### src/rtl/iob_csrs_master.sv
// iob_csrs_master: single-outstanding IOb bus master for a CSR bank; cmd_* request in, rsp_* response out, iob_* to subordinate, busy_o/err_cnt_o status
module iob_csrs_master #(
  parameter int ADDR_W = 5,
  parameter int DATA_W = 32,
  parameter int TIMEOUT_W = 8
) (
  input  logic                clk_i,
  input  logic                cke_i,
  input  logic                rst_i,
  input  logic                cmd_valid_i,
  output logic                cmd_ready_o,
  input  logic                cmd_we_i,
  input  logic [ADDR_W-1:0]   cmd_addr_i,
  input  logic [DATA_W-1:0]   cmd_wdata_i,
  input  logic [DATA_W/8-1:0] cmd_wstrb_i,
  output logic                rsp_valid_o,
  input  logic                rsp_ready_i,
  output logic                rsp_we_o,
  output logic [DATA_W-1:0]   rsp_rdata_o,
  output logic                rsp_err_o,
  output logic                iob_valid_o,
  output logic [ADDR_W-1:0]   iob_addr_o,
  output logic [DATA_W-1:0]   iob_wdata_o,
  output logic [DATA_W/8-1:0] iob_wstrb_o,
  input  logic                iob_ready_i,
  input  logic                iob_rvalid_i,
  input  logic [DATA_W-1:0]   iob_rdata_i,
  output logic                iob_rready_o,
  output logic                busy_o,
  output logic [7:0]          err_cnt_o
);
  localparam logic [1:0] IDLE = 2'd0, REQ = 2'd1, WAIT_RD = 2'd2, RSP = 2'd3;
  localparam logic [TIMEOUT_W-1:0] T_LAST = {{(TIMEOUT_W-1){1'b1}}, 1'b0};
  logic [1:0] state;
  logic we;
  logic [ADDR_W-1:0] addr;
  logic [DATA_W-1:0] wdata;
  logic [DATA_W/8-1:0] wstrb;
  logic [TIMEOUT_W-1:0] timer;
  logic tmo;
  assign tmo = timer == T_LAST;
  assign cmd_ready_o = state == IDLE;
  assign iob_valid_o = state == REQ;
  assign iob_rready_o = state == WAIT_RD;
  assign rsp_valid_o = state == RSP;
  assign busy_o = state != IDLE;
  assign iob_addr_o = addr;
  assign iob_wdata_o = wdata;
  assign iob_wstrb_o = we ? wstrb : '0;
  always_ff @(posedge clk_i)
    if (rst_i) begin
      state <= IDLE;
      we <= 1'b0;
      addr <= '0;
      wdata <= '0;
      wstrb <= '0;
      timer <= '0;
      rsp_we_o <= 1'b0;
      rsp_rdata_o <= '0;
      rsp_err_o <= 1'b0;
      err_cnt_o <= '0;
    end else if (cke_i) begin
      case (state)
        IDLE: if (cmd_valid_i) begin
          we <= cmd_we_i;
          addr <= cmd_addr_i;
          wdata <= cmd_wdata_i;
          wstrb <= cmd_wstrb_i;
          timer <= '0;
          state <= REQ;
        end
        REQ: if (iob_ready_i) begin
          timer <= '0;
          state <= we ? RSP : WAIT_RD;
          rsp_we_o <= we;
          rsp_rdata_o <= '0;
          rsp_err_o <= 1'b0;
        end else if (tmo) begin
          state <= RSP;
          rsp_we_o <= we;
          rsp_rdata_o <= '0;
          rsp_err_o <= 1'b1;
          err_cnt_o <= err_cnt_o + 8'(~&err_cnt_o);
        end else timer <= timer + 1'b1;
        WAIT_RD: if (iob_rvalid_i) begin
          state <= RSP;
          rsp_rdata_o <= iob_rdata_i;
          rsp_err_o <= 1'b0;
        end else if (tmo) begin
          state <= RSP;
          rsp_rdata_o <= '0;
          rsp_err_o <= 1'b1;
          err_cnt_o <= err_cnt_o + 8'(~&err_cnt_o);
        end else timer <= timer + 1'b1;
        default: if (rsp_ready_i) state <= IDLE;
      endcase
    end
endmodule

### config.mk
export PLATFORM = sky130hd
export DESIGN_NAME = iob_csrs_master
export DESIGN_NICKNAME = d
export VERILOG_FILES = /design/src/rtl/iob_csrs_master.sv
export SDC_FILE = /design/constraint.sdc
export NUM_CORES = 1
export LEC_CHECK = 0
export ABC_AREA = 1
export CAP_MARGIN = 5
export CORE_ASPECT_RATIO = 1.25
export CORE_MARGIN = 2
export CORE_UTILIZATION = 47
export DETAILED_ROUTE_END_ITERATION = 10
export PLACE_DENSITY_LB_ADDON = 0.05
export SLEW_MARGIN = 10
export SYNTH_ARGS = -nofsm -noshare
export SYNTH_HDL_FRONTEND = slang
export SYNTH_SLANG_ARGS = --single-unit
export TNS_END_PERCENT = 20
### constraint.sdc
create_clock -name clk_i -period 2.6 [get_ports clk_i]
set_input_delay 0.39 -clock clk_i [delete_from_list [all_inputs] [get_ports clk_i]]
set_output_delay 0.39 -clock clk_i [all_outputs]
set_load 0.005 [all_outputs]
# Word level (Yosys, flattened, before mapping)
# Index checks and enable logic that the tools add are counted.
[word_totals]
word_cells = 60
output_inout_bits = 88
register_bits = 94
in_bits = 81
[op_classes]
n_mux = 27
reduce_logical = 14
n_addsub = 2
n_eq_ne = 7
[op_table]
columns = ["operator", "count"]
rows = [
  ["$mux 32", 3],
  ["$pmux 32 s2", 1],
  ["$mux 8", 7],
  ["$pmux 8 s3", 1],
  ["$pmux 8 s2", 1],
  ["$mux 2", 5],
  ["$reduce_and 3->1", 3],
  ["$add 8x1->8", 1],
  ["$add 8x1->8 const B", 1],
  ["$eq 8x8->1 const B", 1],
  ["$reduce_and 4->1", 2],
  ["$reduce_and 8->1", 1],
  ["$mux 1", 6],
  ["$ne 2x2->1 const B", 3],
  ["$pmux 2 s3", 1],
  ["$reduce_bool 2->1", 3],
  ["$eq 2x2->1 const B", 2],
  ["$mux 4", 1],
  ["$reduce_bool 4->1", 1],
  ["$reduce_bool 3->1", 1],
  ["$eq 2x1->1 const B", 1],
  ["$logic_not 2->1", 1],
  ["$pmux 1 s2", 1],
  ["$reduce_and 2->1", 1],
  ["$logic_not 1->1", 1],
]

# Logic depth before layout (Yosys ltp)
[depth]
word_depth = 6
ltp_mapped = 11
depth_no_buf = 11

# Least setup slack after synthesis
# Ideal clock, no wire load.
[synth_path]
path_kind = "register -> register"
startpoint = "register err_cnt_o[3]"
endpoint = "register err_cnt_o[4]"
slack_ns = 0.883
arrival_ns = 1.647
period_less_slack_ns = 1.717
stages_incl_launch_ff = 11
setup_time_ns = 0.070
required_time_ns = 2.530
path_buffers = 0
path_cell_list = "dfxtp_1 nand2_1 nor2_1 nand3_1 nand3b_1 ha_1 ha_1 nand3_1 xnor2_1 nand2_1 a21oi_1"
[synth_via]
elab_chain_cells = 6
word_cells_on_any_way = 7
cone_classes = "add/sub: 1; mux: 4; reduce/logical: 2"
[synth_rtl]
columns = ["item", "line_no", "rtl"]
rows = [
  ["start: declaration", "30", "output logic [7:0] err_cnt_o"],
  ["start signal: assignment", "83", "err_cnt_o <= err_cnt_o + 8'(~&err_cnt_o);"],
  ["start signal: assignment", "93", "err_cnt_o <= err_cnt_o + 8'(~&err_cnt_o);"],
  ["$reduce_and 8->1", "83, 93", ""],
  ["$logic_not 1->1", "83, 93", ""],
  ["$add 8x1->8 (*)", "83, 93", ""],
  ["$mux 8 (*)", "78, 89", ""],
  ["$mux 8, on equally long branches", "85, 72", ""],
  ["$pmux 8 s2 (*)", "63", "case (state)"],
]
# Every way passes the cells marked *; elsewhere a longest branch is shown, timed or not. The select of a mux whose other input is x is not followed.
# A chain may end at the register's enable or synchronous reset.

# Worst setup path after layout
[layout_path]
startpoint = "register state[1]"
endpoint = "output port busy_o"
[layout_via]
elab_chain_cells = 1
[layout_rtl]
columns = ["item", "line_no", "rtl"]
rows = [
  ["start: declaration", "34", "logic [1:0] state;"],
  ["start signal: assignment", "74", "state <= we ? RSP : WAIT_RD;"],
  ["$reduce_bool 2->1", "46", "assign busy_o = state != IDLE;"],
  ["end: declaration", "29", "output logic busy_o,"],
]
# Every way passes these cells.

==> results.yml <==
status:
  status: "completed"
cts:
  cts-root-buf: "clkbuf_16"
  ctsHoldBuffers: 0
  clock_path_buffers: 2
  cts_tree: "done"
  ctsResizeCount: 0
  htreeDepth: 3
  cts_made_buffers: 9
  clock_sinks: 94
  post_cts_buffers: 0
  clkTransAtPathRegs_ns: 0.06
  clk_latency_ns: 0.34
layout:
  fillerInstances: 774
  drive_above_1_share: 0.05459
  fin_nets: 839
  fin_area_um2: 6420
  antennaDiodeCount: 0
  layout_commonest_cell: "clkdlybuf4s50_1"
  mostFrequentLayoutCells: "clkdlybuf4s50_1 (167), nand2_1 (134), dfxtp_1 (94)"
  synthToLayoutAreaGrowth_pct: 46.64
timing:
  fmax_mhz: 446.9
  skew_ns: 0.006231
  fin_crit_sh: 0.8606
  final-max-slew-violation-count: 0
  finalCriticalPeriod_ns: 2.238
  tns_ns: 0
  rsz0062_at_grt: "false"
  setup_viol: 0
  max_slew_margin: 0.6069
  hold_viol: 0
  tightest_slew_ns: 0.5896
floorplanning:
  placementRows: 39
  dieArea_um2: 10110
  die_w_um: 90.33
  start_util: 0.4798
  pin_count: 169
  core_um2: 9125
  die_h_um: 111.9
placed_design:
  portBuffers: 168
  hpwl_um: 8020
  postPlaceCellArea_um2: 6130
  place_congestion: 0.8033
global_route:
  grt_pass1_wl_um: 18840
  antenna_found_initial: 0
  grt_util_all_layers: 0.2235
  grt_max_degree: 51
  grt_overflow: 0
  grt_pass1_vias: 4187
setup_path:
  worst_ep_required_time_ns: 2.21
  critical_path.most_common_cell: "inv_1"
  critPathTopFamily: "buffers and inverters"
  slowest_delay_ns: 0.54
  rr_startpoint: "state[1]"
  cp.depth: 4
  end_kind: "primary output"
  path_class: "flip-flop to primary output"
  reg2reg_to: "rsp_rdata_o[13]"
  crit_start: "state[1]"
  start_kind: "flip-flop"
  r2r_slack_ns: 0.53
  crit_fanout: 7
  crit_buf_inv: 3
  r2r_cells: 8
  cp_data_arrival_time_ns: 1.85
  crit_chain: "inv_1 > ha_1 > inv_1 > clkdlybuf4s50_1"
  cp-endpoint: "busy_o"
  crit_slowest_cell: "clkdlybuf4s50_1"
worst_hold_path:
  holdPathStages: 2
  min_path_type: "flip-flop to flip-flop"
  hold_start: "iob_wdata_o[6]"
power_and_ir_drop:
  p_leak_nw: 2.302
  power_density_nw_per_um2: 509.9
  ir_drop_mv: 0.3628
logic_synthesis:
  synth_cell_types: 31
  synth_nets: 687
  synth.yosys.seq_area_share: 0.4298
  syn_area_um2: 4378
  yosys_warnings: 0
  postSynth.asyncResetShare: 0
  synth_cells: 596
  synth_edf_count: 0
  ys.flop_type: "dfxtp_1"
  synth_area_per_cell_um2: 7.346
  yosys_register_bits: 94
routing:
  drt_wl_total_um: 11190
  vias: 4383
  drcViolationCount: 0
  drt_iter0_drc: 225
  antenna_left: 0
  drtPass1Iterations: 4
  wire_per_inst_um: 12.80
  vias_per_cell: 5.015
run:
  maxCapViolCount: 0
how the worst min path moves through the flow:
stage | slack (ns) | endpoint
detailed placement | 0.44 | wstrb[0]
finish | 0.44 | iob_wdata_o[6]
CTS | 0.44 | wstrb[0]
global placement | 0.43 | iob_wdata_o[10]
floorplan | 0.42 | wstrb[0]
global route | 0.46 | iob_wdata_o[3]
area by class of cell:
cell class,instances,area [um^2],share of cell area
Multi-Input combinational cell,399,2086,0.3249
Sequential cell,94,1882,0.2931
Timing Repair Buffer,177,1757,0.2736
Clock buffer,13,260.3,0.04054
Inverter,67,251.5,0.03917
Tap cell,123,153.9,0.02397
Clock inverter,1,30.03,0.004677
sequential cells by signal, indices dropped and copies added (netlist names):
register     cells
iob_wdata_o     32
rsp_rdata_o     32
err_cnt_o        8
timer            8
iob_addr_o       5
wstrb            4
state            2
rsp_err_o        1
rsp_we_o         1
we               1
Yosys cell counts (all sizes together) (4+ instances only):
library cell	number	share of area
a21o	32	0.055
a21oi	96	0.12
buf	11	0.017
clkbuf	25	0.021
dfxtp	94	0.43
ha	10	0.029
inv	67	0.057
nand2	138	0.12
nand3	13	0.016
nand3b	4	0.0069
nor2	13	0.015
o21ai	81	0.093
cell families (layout without fill, tap and decap cells):
family                   count (synthesis)  after routing  share of synthesized area
adder cells (fa/ha/maj)                 10             10                    0.02858
AND/OR/NAND/NOR                        173            173                     0.1658
AO/OA/AOI/OAI                          212            212                     0.2724
XOR/XNOR                                 4              4                   0.008004
buffers and inverters                  103            258                    0.09545
flip-flops                              94             94                     0.4298
worst min-delay path, delay by kind of cell, from the launching register on:
kind	cells	cell delay, ns
buffers and inverters	1	0.04
AOI/OAI and AO/OA	1	0.05
DFF	1	0.31
routing by layer:
metal | vias up | global-route usage | wire length (um) | part of all wire
li1 | 2251 | - | - | -
met1 | 1976 | 0.2627 | 4728 | 0.42
met2 | 135 | 0.3704 | 5190 | 0.46
met3 | 21 | 0.07781 | 1007 | 0.090
met4 | 0 | 0.09641 | 261 | 0.023
met5 | - | 0 | 0 | 0
through the flow:
stage / util / total power, mW / hold slack, ns / setup slack [ns] / cells
global placement: 0.6717 / 2.003 / 0.4309 / 0.4988 / 860
floorplan: - / 1.737 / 0.4237 / 0.8828 / 596
global route: 0.7036 / 3.413 / 0.4649 / 0.2796 / 874
detailed placement: 0.6717 / 2.010 / 0.4355 / 0.4418 / 860
finish: 0.7036 / 3.274 / 0.4415 / 0.3623 / 874
CTS: 0.7036 / 3.308 / 0.4448 / 0.3681 / 874
where the power goes:
part           switching [mW]  internal (mW)  leakage, nW
Sequential             0.0325           1.50        0.765
Combinational           0.194          0.256         1.40
Clock                   0.506          0.788        0.142
Total                   0.732           2.54         2.30
Note: power is estimated with default switching activity, not from simulation.
